## config.mk

```make
export PLATFORM = sky130hd
export DESIGN_NAME = bcd_stopwatch
export DESIGN_NICKNAME = d
export VERILOG_FILES = /design/src/rtl/bcd_stopwatch.sv
export SDC_FILE = /design/constraint.sdc
export NUM_CORES = 1
export LEC_CHECK = 0
export ABC_CLOCK_PERIOD_IN_PS = 5300
export CORE_UTILIZATION = 61
export CTS_CLUSTER_DIAMETER = 150
export DETAILED_ROUTE_END_ITERATION = 8
export GPL_TIMING_DRIVEN = 0
export PLACE_DENSITY = 0.83
export SLEW_MARGIN = 20
export SYNTH_ARGS = -nofsm -noshare
export SYNTH_HDL_FRONTEND = slang
export SYNTH_SLANG_ARGS = --single-unit
```

## constraint.sdc

```tcl
create_clock -name clk -period 5.3 [get_ports clk]
set_input_delay 0.795 -clock clk [delete_from_list [all_inputs] [get_ports clk]]
set_output_delay 0.795 -clock clk [all_outputs]
set_load 0.02 [all_outputs]
```

## src/rtl/bcd_stopwatch.sv

```systemverilog
// bcd_stopwatch: two-digit BCD up-counter paced by an internal prescaler and
// controlled by start/stop/clear pulses; all outputs are registered.
module bcd_stopwatch #(
  parameter int TICK_DIV = 50000000,
  parameter int MOD      = 60
) (
  input  logic       clk,
  input  logic       rst,
  input  logic       start,
  input  logic       stop,
  input  logic       clear,
  output logic [3:0] ones,
  output logic [3:0] tens,
  output logic       running,
  output logic       wrap
);

  localparam int PW = $clog2(TICK_DIV);
  localparam logic [PW-1:0] PRE_ZERO = PW'(0);
  localparam logic [PW-1:0] PRE_ONE  = PW'(1);
  localparam logic [PW-1:0] PRE_LAST = PW'(TICK_DIV - 1);
  localparam logic [3:0] LAST_ONES = 4'((MOD - 1) % 10);
  localparam logic [3:0] LAST_TENS = 4'((MOD - 1) / 10);

  typedef enum logic [1:0] {
    IDLE   = 2'd0,
    RUN    = 2'd1,
    PAUSED = 2'd2
  } state_t;

  state_t        state_r;
  state_t        state_s;
  logic [PW-1:0] pre_r;
  logic [PW-1:0] pre_s;
  logic          step_s;
  logic          last_s;
  logic [3:0]    ones_s;
  logic [3:0]    tens_s;
  logic          wrap_s;
  logic          running_s;

  // Next-state logic: clear beats stop, stop beats start.
  always_comb begin
    state_s = state_r;
    if (clear) begin
      state_s = IDLE;
    end else begin
      case (state_r)
        IDLE, PAUSED: begin
          if (start && !stop) state_s = RUN;
          else                state_s = state_r;
        end
        RUN: begin
          if (stop) state_s = PAUSED;
          else      state_s = RUN;
        end
        default: state_s = IDLE;
      endcase
    end
  end

  // Prescaler; it holds through a stop cycle so a resumed run keeps its partial step.
  always_comb begin
    pre_s  = pre_r;
    step_s = 1'b0;
    if (clear || state_r == IDLE) begin
      pre_s = PRE_ZERO;
    end else if (state_r == RUN && !stop) begin
      if (pre_r == PRE_LAST) begin
        pre_s  = PRE_ZERO;
        step_s = 1'b1;
      end else begin
        pre_s = pre_r + PRE_ONE;
      end
    end else begin
      pre_s = pre_r;
    end
  end

  // Digit update: modulus wrap first, then decade carry, then plain increment.
  always_comb begin
    last_s = (tens == LAST_TENS) && (ones == LAST_ONES);
    ones_s = ones;
    tens_s = tens;
    wrap_s = 1'b0;
    if (clear) begin
      ones_s = 4'd0;
      tens_s = 4'd0;
    end else if (step_s) begin
      if (last_s) begin
        ones_s = 4'd0;
        tens_s = 4'd0;
        wrap_s = 1'b1;
      end else if (ones == 4'd9) begin
        ones_s = 4'd0;
        tens_s = tens + 4'd1;
      end else begin
        ones_s = ones + 4'd1;
      end
    end else begin
      ones_s = ones;
      tens_s = tens;
    end
  end

  // Output decode from the next state so running is registered alongside it.
  always_comb begin
    running_s = (state_s == RUN);
  end

  // State, prescaler and output registers.
  always_ff @(posedge clk) begin
    if (rst) begin
      state_r <= IDLE;
      pre_r   <= PRE_ZERO;
      ones    <= 4'd0;
      tens    <= 4'd0;
      running <= 1'b0;
      wrap    <= 1'b0;
    end else begin
      state_r <= state_s;
      pre_r   <= pre_s;
      ones    <= ones_s;
      tens    <= tens_s;
      running <= running_s;
      wrap    <= wrap_s;
    end
  end

endmodule

```

=== Yosys cells after proc, flatten, opt, wreduce, memory -nomap -nowiden ===
Index checks and enable logic that the tools add are counted.
Widths: inputs -> output; s select.

* Add/subtract/negate cells: 3
* Equal/unequal tests: 6
* Multiplexer cells: 13
* Bitwise operators: 1
* Reductions and logical operators: 12

{| class="wikitable"
|+ Operator list
! cell !! number
|-
| $add 26x1->26 const B || 1
|-
| $eq 26x26->1 const B || 1
|-
| $mux 26 || 1
|-
| $mux 4 || 4
|-
| $add 4x1->4 const B || 2
|-
| $mux 2 || 3
|-
| $reduce_or 2->1 || 3
|-
| $eq 2x1->1 const B || 2
|-
| $eq 4x3->1 const B || 1
|-
| $eq 4x4->1 const B || 1
|-
| $mux 1 || 4
|-
| $pmux 2 s2 || 1
|-
| $logic_and 1x1->1 || 3
|-
| $reduce_or 3->1 || 1
|-
| $eq 2x2->1 const B || 1
|-
| $logic_not 2->1 || 1
|-
| $reduce_and 2->1 || 1
|-
| $reduce_bool 2->1 || 1
|-
| $logic_not 1->1 || 1
|-
| $logic_or 1x1->1 || 1
|-
| $not 1->1 || 1
|}

* Register bits after elaboration: 38
* Input bits: 5
* Logic and storage cells: 41

=== Longest topological paths before layout ===
Gate-level depths: netlist of run 1.

* Depth after elaboration: 6
* Depth in mapped cells: 9

=== Least setup slack after synthesis of run 1 ===
OpenSTA, ideal clock, no wires.

* Kind: input-to-reg
* Start: input port stop
* End: register tens[2]
* Library setup time: 0.132 ns
* Arrival time: 2.553 ns
* Data required time: 5.168 ns
* Setup slack: 2.615 ns
* Cell stages on the path: 6
* Path through: or3b_4 or4_4 buf_6 or2_1 o41ai_1 a21oi_1

* Word-level cells in the longest chain between the ends: 5

{| class="wikitable"
|+ RTL lines
! what !! RTL line !! RTL
|-
| start: declaration || 10 || <nowiki>input logic stop,</nowiki>
|-
| $logic_not 1->1 || 68 || <nowiki>end else if (state_r == RUN && !stop) begin</nowiki>
|-
| $logic_and 1x1->1 || 68 ||
|-
| $mux 1 || 68 ||
|-
| $mux 1 || 66 || <nowiki>if (clear || state_r == IDLE) begin</nowiki>
|-
| $reduce_and 2->1 (no line) || n/a ||
|-
| end signal: assignment || 124 || <nowiki>tens <= tens_s;</nowiki>
|-
| end: declaration || 13 || <nowiki>output logic [3:0] tens,</nowiki>
|}

Every way passes these cells.
A chain may end at the register's enable or synchronous reset.

=== Worst setup path after layout of run 1 ===
* Start: input port stop
* End: register pre_r[24]

* Word-level cells in the longest chain between the ends: 2

{| class="wikitable"
|+ RTL lines
! what !! RTL line !! RTL
|-
| $logic_not 1->1 || 68 ||
|-
| $logic_and 1x1->1 || 68 ||
|-
| end signal: assignment || 122 || <nowiki>pre_r <= pre_s;</nowiki>
|-
| end: declaration || 33 || <nowiki>logic [PW-1:0] pre_r;</nowiki>
|}

Every way passes these cells.

==> results of run 1 <==
-- routing by layer --
| layer | wire length (um) | share of wire | vias to the layer above |
|---|---|---|---|
| met5 | 0 | 0 | - |
| met4 | 63 | 0.017 | 0 |
| met3 | 151 | 0.040 | 9 |
| met2 | 1780 | 0.47 | 31 |
| met1 | 1760 | 0.47 | 738 |
| li1 | - | - | 774 |
-- worst min path at each step --
stage,start,end,slack (ns),cells after the start
finish,pre_r[25]$_SDFFE_PP0P_,pre_r[25]$_SDFFE_PP0P_,0.50,2
global route,pre_r[25]$_SDFFE_PP0P_,pre_r[25]$_SDFFE_PP0P_,0.52,2
CTS,pre_r[25]$_SDFFE_PP0P_,pre_r[25]$_SDFFE_PP0P_,0.50,2
detailed placement,pre_r[25]$_SDFFE_PP0P_,pre_r[25]$_SDFFE_PP0P_,0.48,2
global placement,pre_r[25]$_SDFFE_PP0P_,pre_r[25]$_SDFFE_PP0P_,0.47,2
floorplan,pre_r[25]$_SDFFE_PP0P_,pre_r[25]$_SDFFE_PP0P_,0.45,2
-- synth_stat cells (4+ instances only) --
library cell	number
nand3_1	11
dfxtp_1	38
nand4_1	7
a21oi_1	6
mux2i_1	6
xnor2_1	12
nor3_1	8
inv_1	4
nor2_1	41
xor2_1	12
nand2_1	9
and3_1	5
-- area by class of cell --
class,instances,area [um^2],share of cell area
well taps,31,38.8,0.0186
multi-input cells,159,1020,0.490
repair buffers,14,140,0.0671
clock buffers,6,51.3,0.0246
flip-flops and latches,38,761,0.364
plain buffers,9,58.8,0.0282
inverters,4,15.0,0.00719
-- sequential cells by signal (all words and copies together) (netlist names) --
name	flops
running	1
tens	4
pre_r	26
wrap	1
ones	4
state_r	2
-- cell families after synthesis --
kind of cell               after synthesis  synth area share
muxes                                    6            0.0323
and+or+nand+nor                        109             0.325
xor gates and xnor gates                24             0.113
AOI/OAI and AO/OA                       17            0.0606
adders and majority gates                3            0.0202
buffers and inverters                   13            0.0397
DFF                                     38             0.409
-- power by group --
part	internal (mW)	switching (mW)	leakage (nW)
combinational	0.00555	0.00576	0.326
sequential	0.286	0.000211	0.306
clock	0.0598	0.0883	0.0302
total	0.351	0.0942	0.662
-- through the flow --
stage	setup slack, ns	hold WS (ns)
4_1_cts	2.32	0.497
3_5_place_dp	1.98	0.479
5_1_grt	2.23	0.522
2_1_floorplan	2.62	0.454
3_3_place_gp	2.01	0.467
6_report	2.30	0.500
-- critical path: cells and delay by family --
kind | cells | cell delay (ns)
AND/OR/NAND/NOR | 5 | 1.41
buffers and inverters | 4 | 1.03
-- cells in the final DEF, fill, tap and decap left out, types with 2 or more instances in the layout --
cell type and count:
o21ai_0 2, nor4_4 2, xnor2_1 12, nor3b_1 3
nor2_1 41, buf_6 2, clkbuf_4 5, xor2_1 12
buf_4 2, nand3b_1 2, a2111oi_0 2, and3_1 5
inv_1 4, or3_1 3, dfxtp_1 38, nand4_1 7
clkbuf_1 3, and4_1 2, or2_2 2, ha_1 3
nor3_1 8, clkdlybuf4s50_1 14, a21oi_1 6, and2_1 2
nor4bb_1 2, o21bai_1 2, nor4_1 2, nand2_1 9
nand3_1 11, mux2i_1 6
==> results by group, run 1 <==
Drt
  • First-pass DRT Iterations: 4
  • WL per Instance: 14.4 um
  • Post-route ant nets: 0
  • WL final: 3760 um
  • DR vias/cell: 5.95
  • Drt drc: 0
  • Via Count: 1552
  • DRT iter0 DRCs: 89

Timing
  • Setup TNS: 0 ns
  • Clock skew: 0.0113 ns
  • Worst Tran Pin Value: 0.723 ns
  • # setup viols final: 0
  • F_max: 0.334 GHz
  • Period utilization: 0.566
  • Min Clock Period, post-route: 3.00 ns
  • Slew Limit Headroom: 0.514
  • RSZ-0062 raised after global routing: no
  • Hold Fails Final Rpt: 0
  • Slew Viols, Final: 0

Global routing
  • Routing usage on met3: 0.0703
  • Initial antenna violation count: 0
  • Vias in the first global route: 1449
  • Overall Global Routing Usage: 0.247
  • Met1 global-route usage: 0.294
  • Global route hottest layer: met2
  • Global Route met2 Usage: 0.424
  • Largest net degree at the start of global routing: 11
  • Global route overflow: 0
  • First-pass GRT wire length: 6180 um

Clock tree
  • CTS tree: done
  • Worst-Skew Late Latency: 0.34 ns
  • Clock sink count: 38
  • Root Buffer: clkbuf_4
  • Buffer levels on the longest clock path: 2
  • CTS clock-pin slew for the worst setup and hold paths: 0.11 ns
  • TritonCTS buffer count: 5
  • Cts hold-fix bufs: 0
  • Postcts setup bufs: 0
  • Post-cts sizing count: 0
  • Clock H-tree levels: 2

Floorplanning
  • I/O pin count: 15
  • Core Box Area: 2830 um^2
  • Die extent in y: 57.2 um
  • Die width: 57.2 um
  • Initial core utilization: 0.657
  • Die Area: 3270 um^2
  • # rows: 19

Synth
  • Yosys warning total: 0
  • Synth area leaders: dfxtp_1, nor2_1, xnor2_1, xor2_1, mux2i_1
  • Syn Nets: 218
  • Async set-or-reset flop fraction in the synthesized netlist: 0
  • Top FF cell, synth: dfxtp_1
  • Synthesized cell area: 1860 um^2
  • Mapped Cells: 210
  • Avg Cell Area, Syn: 8.85 um^2
  • Post-synthesis sequential area ratio: 0.409
  • Synth Register Bits: 38
  • EDFF count, synth: 0
  • Largest area contributor in the netlist: dfxtp_1
  • Post-synth cell types: 43
  • Yosys top cell area share: 0.409

Critical path
  • Slowest CP cell: or4_4
  • Worst Setup Start Kind: input port
  • Crit-path max FO: 10
  • Crit path to: pre_r[24]$_SDFFE_PP0P_
  • Crit Reg-Reg Endpoint: pre_r[24]$_SDFFE_PP0P_
  • Critical path class: in -> reg
  • CP Data Arrival Time: 3.24 ns
  • Worst setup startpoint: stop
  • CP Cell Sequence: clkdlybuf4s50_1 -> or3b_4 -> or4_4 -> buf_6 -> or2_1 -> nand2b_1 -> buf_2 -> buf_4 -> nor2_1
  • Crit path capture type: flip-flop
  • Critical Path RT: 5.54 ns
  • Reg2reg path depth: 9
  • Reg2Reg Setup Slack: 2.81 ns
  • Worst r2r src: state_r[1]$_SDFF_PP0_
  • Max stage delay on crit path: 0.55 ns

Place
  • Port Buffers: 14
  • Routability Congestion: 0.815
  • Detailed placement HPWL: 2770 um
  • Placed Instances: 255
  • Placed cell area: 2040 um^2

Power and ir drop
  • Tot Pwr: 0.445 mW
  • LEAKAGE: 0.662 nW
  • Worst IR Drop VDD: 0.000176 V
  • Pwr per Cell Area: 213 nW/um^2

Cells and area
  • Final non-filler cell total: 261
  • Fill cells: 220
  • Layout cell share with drive strength beyond 1: 0.0870
  • Post-Layout Inst Area: 2090 um^2
  • Ant diodes: 0
  • Final Net Count: 239
  • Final core occ: 0.738
  • Area growth, synth to finish: 12.4%

Run status
  • Run status: complete, no violations

Flow run
  • Max cap viols: 0

Worst hold path
  • Hold Path Class: reg -> reg
Note: power is estimated with default switching activity, not from simulation.
==> inputs of run 2 (changes only) <==
ABC_CLOCK_PERIOD_IN_PS = 2750   (was 5300)
CORE_UTILIZATION = 51   (was 61)
PLACE_DENSITY = 0.74   (was 0.83)
clock period = 2.75 ns   (was 5.3 ns; I/O delays follow)
==> run 2 against run 1 <==
Compared with the run above: global-route usage shrank 6.3 points; combinational power grew 93%; critical path depth is the same; final cell count grew 5.7%; die area grew 19%; flip-flop and latch count is the same; routed wire length shrank 14%; register-to-register slack lost 2.5 ns; critical endpoint is now pre_r[6]$_SDFFE_PP0P_; largest cell class unchanged; largest power group unchanged.
==> results by group, run 2 (synthesis results as in run 1) <==
Timing
  • F_max: 0.383 GHz
  • Slew Viols, Final: 0 (unchanged)
  • Min Clock Period, post-route: 2.61 ns
  • Worst Tran Pin Value: 0.759 ns (was 0.723 ns)
  • Clock skew: 0.00368 ns (was 0.0113 ns)
  • Hold Fails Final Rpt: 0 (unchanged)
  • RSZ-0062 raised after global routing: no (unchanged)
  • Final WS setup: 0.136 ns (was 2.30 ns)
  • Period utilization: 0.951
  • Setup TNS: 0 ns (unchanged)
  • # setup viols final: 0 (unchanged)
  • Slew Limit Headroom: 0.490 (was 0.514)

Drt
  • Drt drc: 0 (unchanged)
  • DRT iter0 DRCs: 56 (was 89)
  • First-pass DRT Iterations: 4 (unchanged)
  • WL final: 3220 um (was 3760 um)
  • Via Count: 1460 (was 1552)
  • Post-route ant nets: 0 (unchanged)
  • WL per Instance: 11.7 um (was 14.4 um)
  • DR vias/cell: 5.29 (was 5.95)

Worst hold path
  • Hold Path Class: reg -> reg (unchanged)
  • Hold Path Depth: 2 (unchanged)

Global routing
  • Vias in the first global route: 1323 (was 1449)
  • Global route overflow: 0 (unchanged)
  • Largest net degree at the start of global routing: 11 (unchanged)
  • Initial antenna violation count: 0 (unchanged)
  • Overall Global Routing Usage: 0.184 (was 0.247)
  • First-pass GRT wire length: 5760 um (was 6180 um)

Power and ir drop
  • Worst IR Drop VDD: 0.000338 V (was 0.000176 V)
  • Net Switching: 0.177 mW (was 0.0942 mW)
  • Clk pwr share: 0.329 (was 0.332)
  • Pwr per Cell Area: 405 nW/um^2 (was 213 nW/um^2)
  • Logic gate share of total power: 0.025 (about the same)
  • Reg power frac: 0.645 (was 0.642)
  • Tot Pwr: 0.854 mW (was 0.445 mW)
  • Switching Share: 0.208 (was 0.212)
  • Cell-internal power: 0.677 mW (was 0.351 mW)
  • LEAKAGE: 0.662 nW (unchanged)

Flow run
  • Max cap viols: 0 (unchanged)

Clock tree
  • Clock H-tree levels: 2 (unchanged)
  • CTS clock-pin slew for the worst setup and hold paths: 0.10 ns (was 0.11 ns)
  • Cts hold-fix bufs: 0 (unchanged)
  • Root Buffer: clkbuf_4 (unchanged)
  • Buffer levels on the longest clock path: 2 (unchanged)
  • Worst-Skew Late Latency: 0.33 ns (was 0.34 ns)
  • TritonCTS buffer count: 5 (unchanged)
  • CTS tree: done (unchanged)
  • Postcts setup bufs: 0 (unchanged)
  • Post-cts sizing count: 0 (unchanged)
  • Clock sink count: 38 (unchanged)

Cells and area
  • Final Net Count: 239 (unchanged)
  • Biggest register: pre_r (unchanged)
  • Layout cell share with drive strength beyond 1: 0.0870 (unchanged)
  • Area growth, synth to finish: 13.4% (was 12.4%)
  • Final non-filler cell total: 276 (was 261)
  • Fill cells: 307 (was 220)
  • Ant diodes: 0 (unchanged)
  • Most common cell after layout, fill and taps aside: nor2_1 (unchanged)
  • Max reg flops: 26 (unchanged)
  • Most frequent cells in the layout: nor2_1, dfxtp_1, clkdlybuf4s50_1 (unchanged)
  • Biggest regs: pre_r x26, ones x4, tens x4 (unchanged)

Critical path
  • CP Data Arrival Time: 2.85 ns (was 3.24 ns)
  • Crit path capture type: flip-flop (unchanged)
  • Critical path class: in -> reg (unchanged)
  • Worst Setup Start Kind: input port (unchanged)
  • Critical Path RT: 2.98 ns (was 5.54 ns)
  • Reg2reg path depth: 9 (unchanged)
  • Crit-path max FO: 10 (unchanged)

Place
  • Routability Congestion: 0.769 (was 0.815)
  • Detailed placement HPWL: 2340 um (was 2770 um)
  • Pre-CTS setup slack: -0.212 ns (was 1.98 ns)
  • Port Buffers: 14 (unchanged)
  • Placed Instances: 270 (was 255)

Floorplanning
  • Die Area: 3890 um^2 (was 3270 um^2)
  • # rows: 21 (was 19)
  • I/O pin count: 15 (unchanged)
  • Initial core utilization: 0.544 (was 0.657)
  • Die width: 62.4 um (was 57.2 um)
  • Core Box Area: 3420 um^2 (was 2830 um^2)
  • Die extent in y: 62.4 um (was 57.2 um)

Run status
  • Run status: complete, no violations (unchanged)
## run 2: final timing paths
| path | from | end | slack (ns) |
|---|---|---|---|
| min reg2reg | pre_r[25]$_SDFFE_PP0P_ | pre_r[25]$_SDFFE_PP0P_ | 0.49 |
| min | pre_r[25]$_SDFFE_PP0P_ | pre_r[25]$_SDFFE_PP0P_ | 0.49 |
| max | stop | pre_r[6]$_SDFFE_PP0P_ | 0.14 |
| max reg2reg | state_r[1]$_SDFF_PP0_ | pre_r[6]$_SDFFE_PP0P_ | 0.28 |
## run 2: area by class of cell
class / instances / area (um^2) / share of cell area
Buffer: 9 / 58.8 / 0.0279
Tap cell: 46 / 57.6 / 0.0273
Inverter: 4 / 15.0 / 0.00713
Multi-Input combinational cell: 159 / 1020 / 0.486
Sequential cell: 38 / 761 / 0.361
Timing Repair Buffer: 14 / 140 / 0.0665
Clock buffer: 6 / 51.3 / 0.0243
## run 2: metal layers
| metal | vias up | track usage | routed length [um] |
|---|---|---|---|
| met3 | 6 | 0.0441 | 100 |
| li1 | 768 | - | - |
| met4 | 0 | 0.0698 | 46 |
| met1 | 661 | 0.248 | 1710 |
| met2 | 25 | 0.283 | 1360 |
| met5 | - | 0 | 0 |
## run 2: metrics by stage
| step | utilization | area (um^2) | hold slack (ns) |
|---|---|---|---|
| floorplan | - | 1860 | 0.454 |
| global placement | 0.602 | 2060 | 0.468 |
| detailed placement | 0.602 | 2060 | 0.477 |
| CTS | 0.617 | 2110 | 0.492 |
| global route | 0.617 | 2110 | 0.536 |
| finish | 0.617 | 2110 | 0.489 |
## run 2: power groups by stage
stage	logic, mW	registers, mW	clock network [mW]
4_1_cts	0.0218	0.551	0.289
5_1_grt	0.0242	0.552	0.315
3_3_place_gp	0.0218	0.564	0
6_report	0.0218	0.551	0.281
2_1_floorplan	0.0109	0.564	0
3_5_place_dp	0.0217	0.564	0
## run 2: critical path: stages
cell	delay (ns)
clkdlybuf4s50_1	0.49
or3b_4	0.46
or4_4	0.54
buf_6	0.16
or2_1	0.26
nand2b_1	0.08
buf_2	0.18
buf_4	0.20
nor2_1	0.06
==> inputs of run 3 (changes only) <==
PLACE_DENSITY = 0.81   (was 0.74)
==> run 3 against run 2 <==
Compared with the run above: highest routed layer unchanged; sequential share of layout area decreased by 0.15 points; critical endpoint is now pre_r[20]$_SDFFE_PP0P_; via count increased by 0.75%; utilization increased by 0.26 points.
==> results by group, run 3 (synthesis results as in run 1) <==
Cells and area
  • Final non-filler cell total: 278 (was 276)
  • Area growth, synth to finish: 13.9% (was 13.4%)
  • Biggest register: pre_r (unchanged)
  • Most common cell after layout, fill and taps aside: nor2_1 (unchanged)
  • Fill cells: 288 (was 307)
  • Most frequent cells in the layout: nor2_1, dfxtp_1, clkdlybuf4s50_1 (unchanged)
  • Max reg flops: 26 (unchanged)
  • Ant diodes: 0 (unchanged)
  • Biggest regs: pre_r x26, ones x4, tens x4 (unchanged)
  • Layout cell share with drive strength beyond 1: 0.0905 (was 0.0870)
  • Final core occ: 0.619 (was 0.617)
  • Final Net Count: 239 (unchanged)

Power and ir drop
  • LEAKAGE: 0.667 nW (was 0.662 nW)
  • Clk pwr share: 0.345 (was 0.329)
  • Worst IR Drop VDD: 0.000273 V (was 0.000338 V)
  • Net Switching: 0.189 mW (was 0.177 mW)
  • Logic gate share of total power: 0.025 (about the same)
  • Reg power frac: 0.630 (was 0.645)
  • Switching Share: 0.216 (was 0.208)
  • Cell-internal power: 0.686 mW (was 0.677 mW)
  • Pwr per Cell Area: 413 nW/um^2 (was 405 nW/um^2)

Drt
  • Drt drc: 0 (unchanged)
  • DRT iter0 DRCs: 39 (was 56)
  • WL final: 3290 um (was 3220 um)
  • Post-route ant nets: 0 (unchanged)
  • Via Count: 1471 (was 1460)
  • First-pass DRT Iterations: 4 (unchanged)
  • WL per Instance: 11.8 um (was 11.7 um)
  • DR vias/cell: 5.29 (about the same)

Critical path
  • Critical path class: in -> reg (unchanged)
  • Reg2reg path depth: 9 (unchanged)
  • Crit Reg-Reg Endpoint: pre_r[20]$_SDFFE_PP0P_ (was pre_r[6]$_SDFFE_PP0P_)
  • Crit-path max FO: 10 (unchanged)
  • Slowest CP cell: or4_4 (unchanged)
  • Worst r2r src: state_r[1]$_SDFF_PP0_ (unchanged)
  • Critical Path RT: 2.99 ns (was 2.98 ns)
  • Worst Setup Start Kind: input port (unchanged)
  • CP Cell Sequence: clkdlybuf4s50_1 -> or3b_4 -> or4_4 -> buf_6 -> or2_1 -> nand2b_1 -> buf_2 -> buf_4 -> nor2_1 (unchanged)
  • Max stage delay on crit path: 0.54 ns (about the same)
  • Reg2Reg Setup Slack: 0.28 ns (about the same)
  • Crit path capture type: flip-flop (unchanged)
  • CP Data Arrival Time: 2.83 ns (was 2.85 ns)

Timing
  • Period utilization: 0.943 (was 0.951)
  • RSZ-0062 raised after global routing: no (unchanged)
  • Clock skew: 0.0102 ns (was 0.00368 ns)
  • Hold Fails Final Rpt: 0 (unchanged)
  • F_max: 0.385 GHz (was 0.383 GHz)
  • WHS: 0.499 ns (was 0.489 ns)
  • Setup TNS: 0 ns (unchanged)
  • Worst Tran Pin Value: 0.697 ns (was 0.759 ns)
  • # setup viols final: 0 (unchanged)
  • Final WS setup: 0.156 ns (was 0.136 ns)
  • Slew Limit Headroom: 0.531 (was 0.490)
  • Min Clock Period, post-route: 2.59 ns (was 2.61 ns)
  • Slew Viols, Final: 0 (unchanged)

Floorplanning
  • # rows: 21 (unchanged)
  • Die Area: 3890 um^2 (unchanged)
  • Die width: 62.4 um (unchanged)
  • Initial core utilization: 0.544 (unchanged)
  • Core Box Area: 3420 um^2 (unchanged)
  • I/O pin count: 15 (unchanged)
  • Die extent in y: 62.4 um (unchanged)

Flow run
  • Max cap viols: 0 (unchanged)

Clock tree
  • TritonCTS buffer count: 5 (unchanged)
  • Postcts setup bufs: 0 (unchanged)
  • Buffer levels on the longest clock path: 2 (unchanged)
  • Clock sink count: 38 (unchanged)
  • Worst-Skew Late Latency: 0.34 ns (was 0.33 ns)
  • Root Buffer: clkbuf_4 (unchanged)
  • Clock H-tree levels: 2 (unchanged)
  • Cts hold-fix bufs: 0 (unchanged)
  • Post-cts sizing count: 0 (unchanged)
  • CTS clock-pin slew for the worst setup and hold paths: 0.11 ns (was 0.10 ns)
  • CTS tree: done (unchanged)

Global routing
  • Initial antenna violation count: 0 (unchanged)
  • Vias in the first global route: 1374 (was 1323)
  • Global route overflow: 0 (unchanged)
  • First-pass GRT wire length: 5920 um (was 5760 um)
  • Largest net degree at the start of global routing: 12 (was 11)
  • Overall Global Routing Usage: 0.189 (was 0.184)

Place
  • Detailed placement HPWL: 2430 um (was 2340 um)
  • Pre-CTS setup slack: -0.214 ns (was -0.212 ns)
  • Placed Instances: 270 (unchanged)
  • Port Buffers: 14 (unchanged)
  • Routability Congestion: 0.799 (was 0.769)

Worst hold path
  • Endpoint of the worst hold path: pre_r[25]$_SDFFE_PP0P_ (unchanged)
  • Hold Path Depth: 2 (unchanged)
  • Hold Path Class: reg -> reg (unchanged)
  • Worst hold start: pre_r[25]$_SDFFE_PP0P_ (unchanged)

Run status
  • Run status: complete, no violations (unchanged)
run 3: cell count changes in the layout (fill, tap and decap cells not counted):
cell,before,now
clkbuf_1,3,4
clkinv_2,0,1
run 3: routing by layer:
layer / GRT usage / up-vias / share of wire
li1: - / 772 / -
met1: 0.248 / 675 / 0.51
met2: 0.302 / 18 / 0.45
met3: 0.0441 / 6 / 0.032
met4: 0.0698 / 0 / 0.012
met5: 0 / - / 0
run 3: area by class of cell:
type,count,area (um^2),share of cell area
multi-input combinational,159,1020,0.484
sequential,38,761,0.360
timing repair buffer,14,140,0.0662
buffer,9,58.8,0.0278
tap,46,57.6,0.0272
clock buffer,7,55.1,0.0260
inverter,4,15.0,0.00710
clock inverter,1,5.00,0.00237
run 3: worst max-delay path, delay by kind of cell:
| family | cells | cell delay [ns] |
|---|---|---|
| and+or+nand+nor | 5 | 1.40 |
| buffers and inverters | 4 | 1.02 |
run 3: worst max-delay path by stage:
stage               from                endpoint  slack (ns)
global route        stop  pre_r[20]$_SDFFE_PP0P_        0.08
CTS                 stop  pre_r[21]$_SDFFE_PP0P_        0.15
global placement    stop  pre_r[13]$_SDFFE_PP0P_       -0.21
floorplan           stop    tens[2]$_SDFFE_PP0P_        0.45
finish              stop  pre_r[20]$_SDFFE_PP0P_        0.16
detailed placement  stop  pre_r[23]$_SDFFE_PP0P_       -0.21
run 3: through the flow:
stage               cell area, um^2  power [mW]
CTS                            2120       0.886
global placement               2060       0.586
floorplan                      1860       0.575
finish                         2120       0.875
global route                   2120       0.910
detailed placement             2060       0.586
run 3: power by group through the flow:
stage	combinational (mW)	sequential, mW	clock [mW]
final	0.0218	0.551	0.301
after CTS	0.0222	0.551	0.312
after detailed placement	0.0220	0.564	0
after global routing	0.0236	0.552	0.335
after global placement	0.0217	0.564	0
after floorplan	0.0109	0.564	0
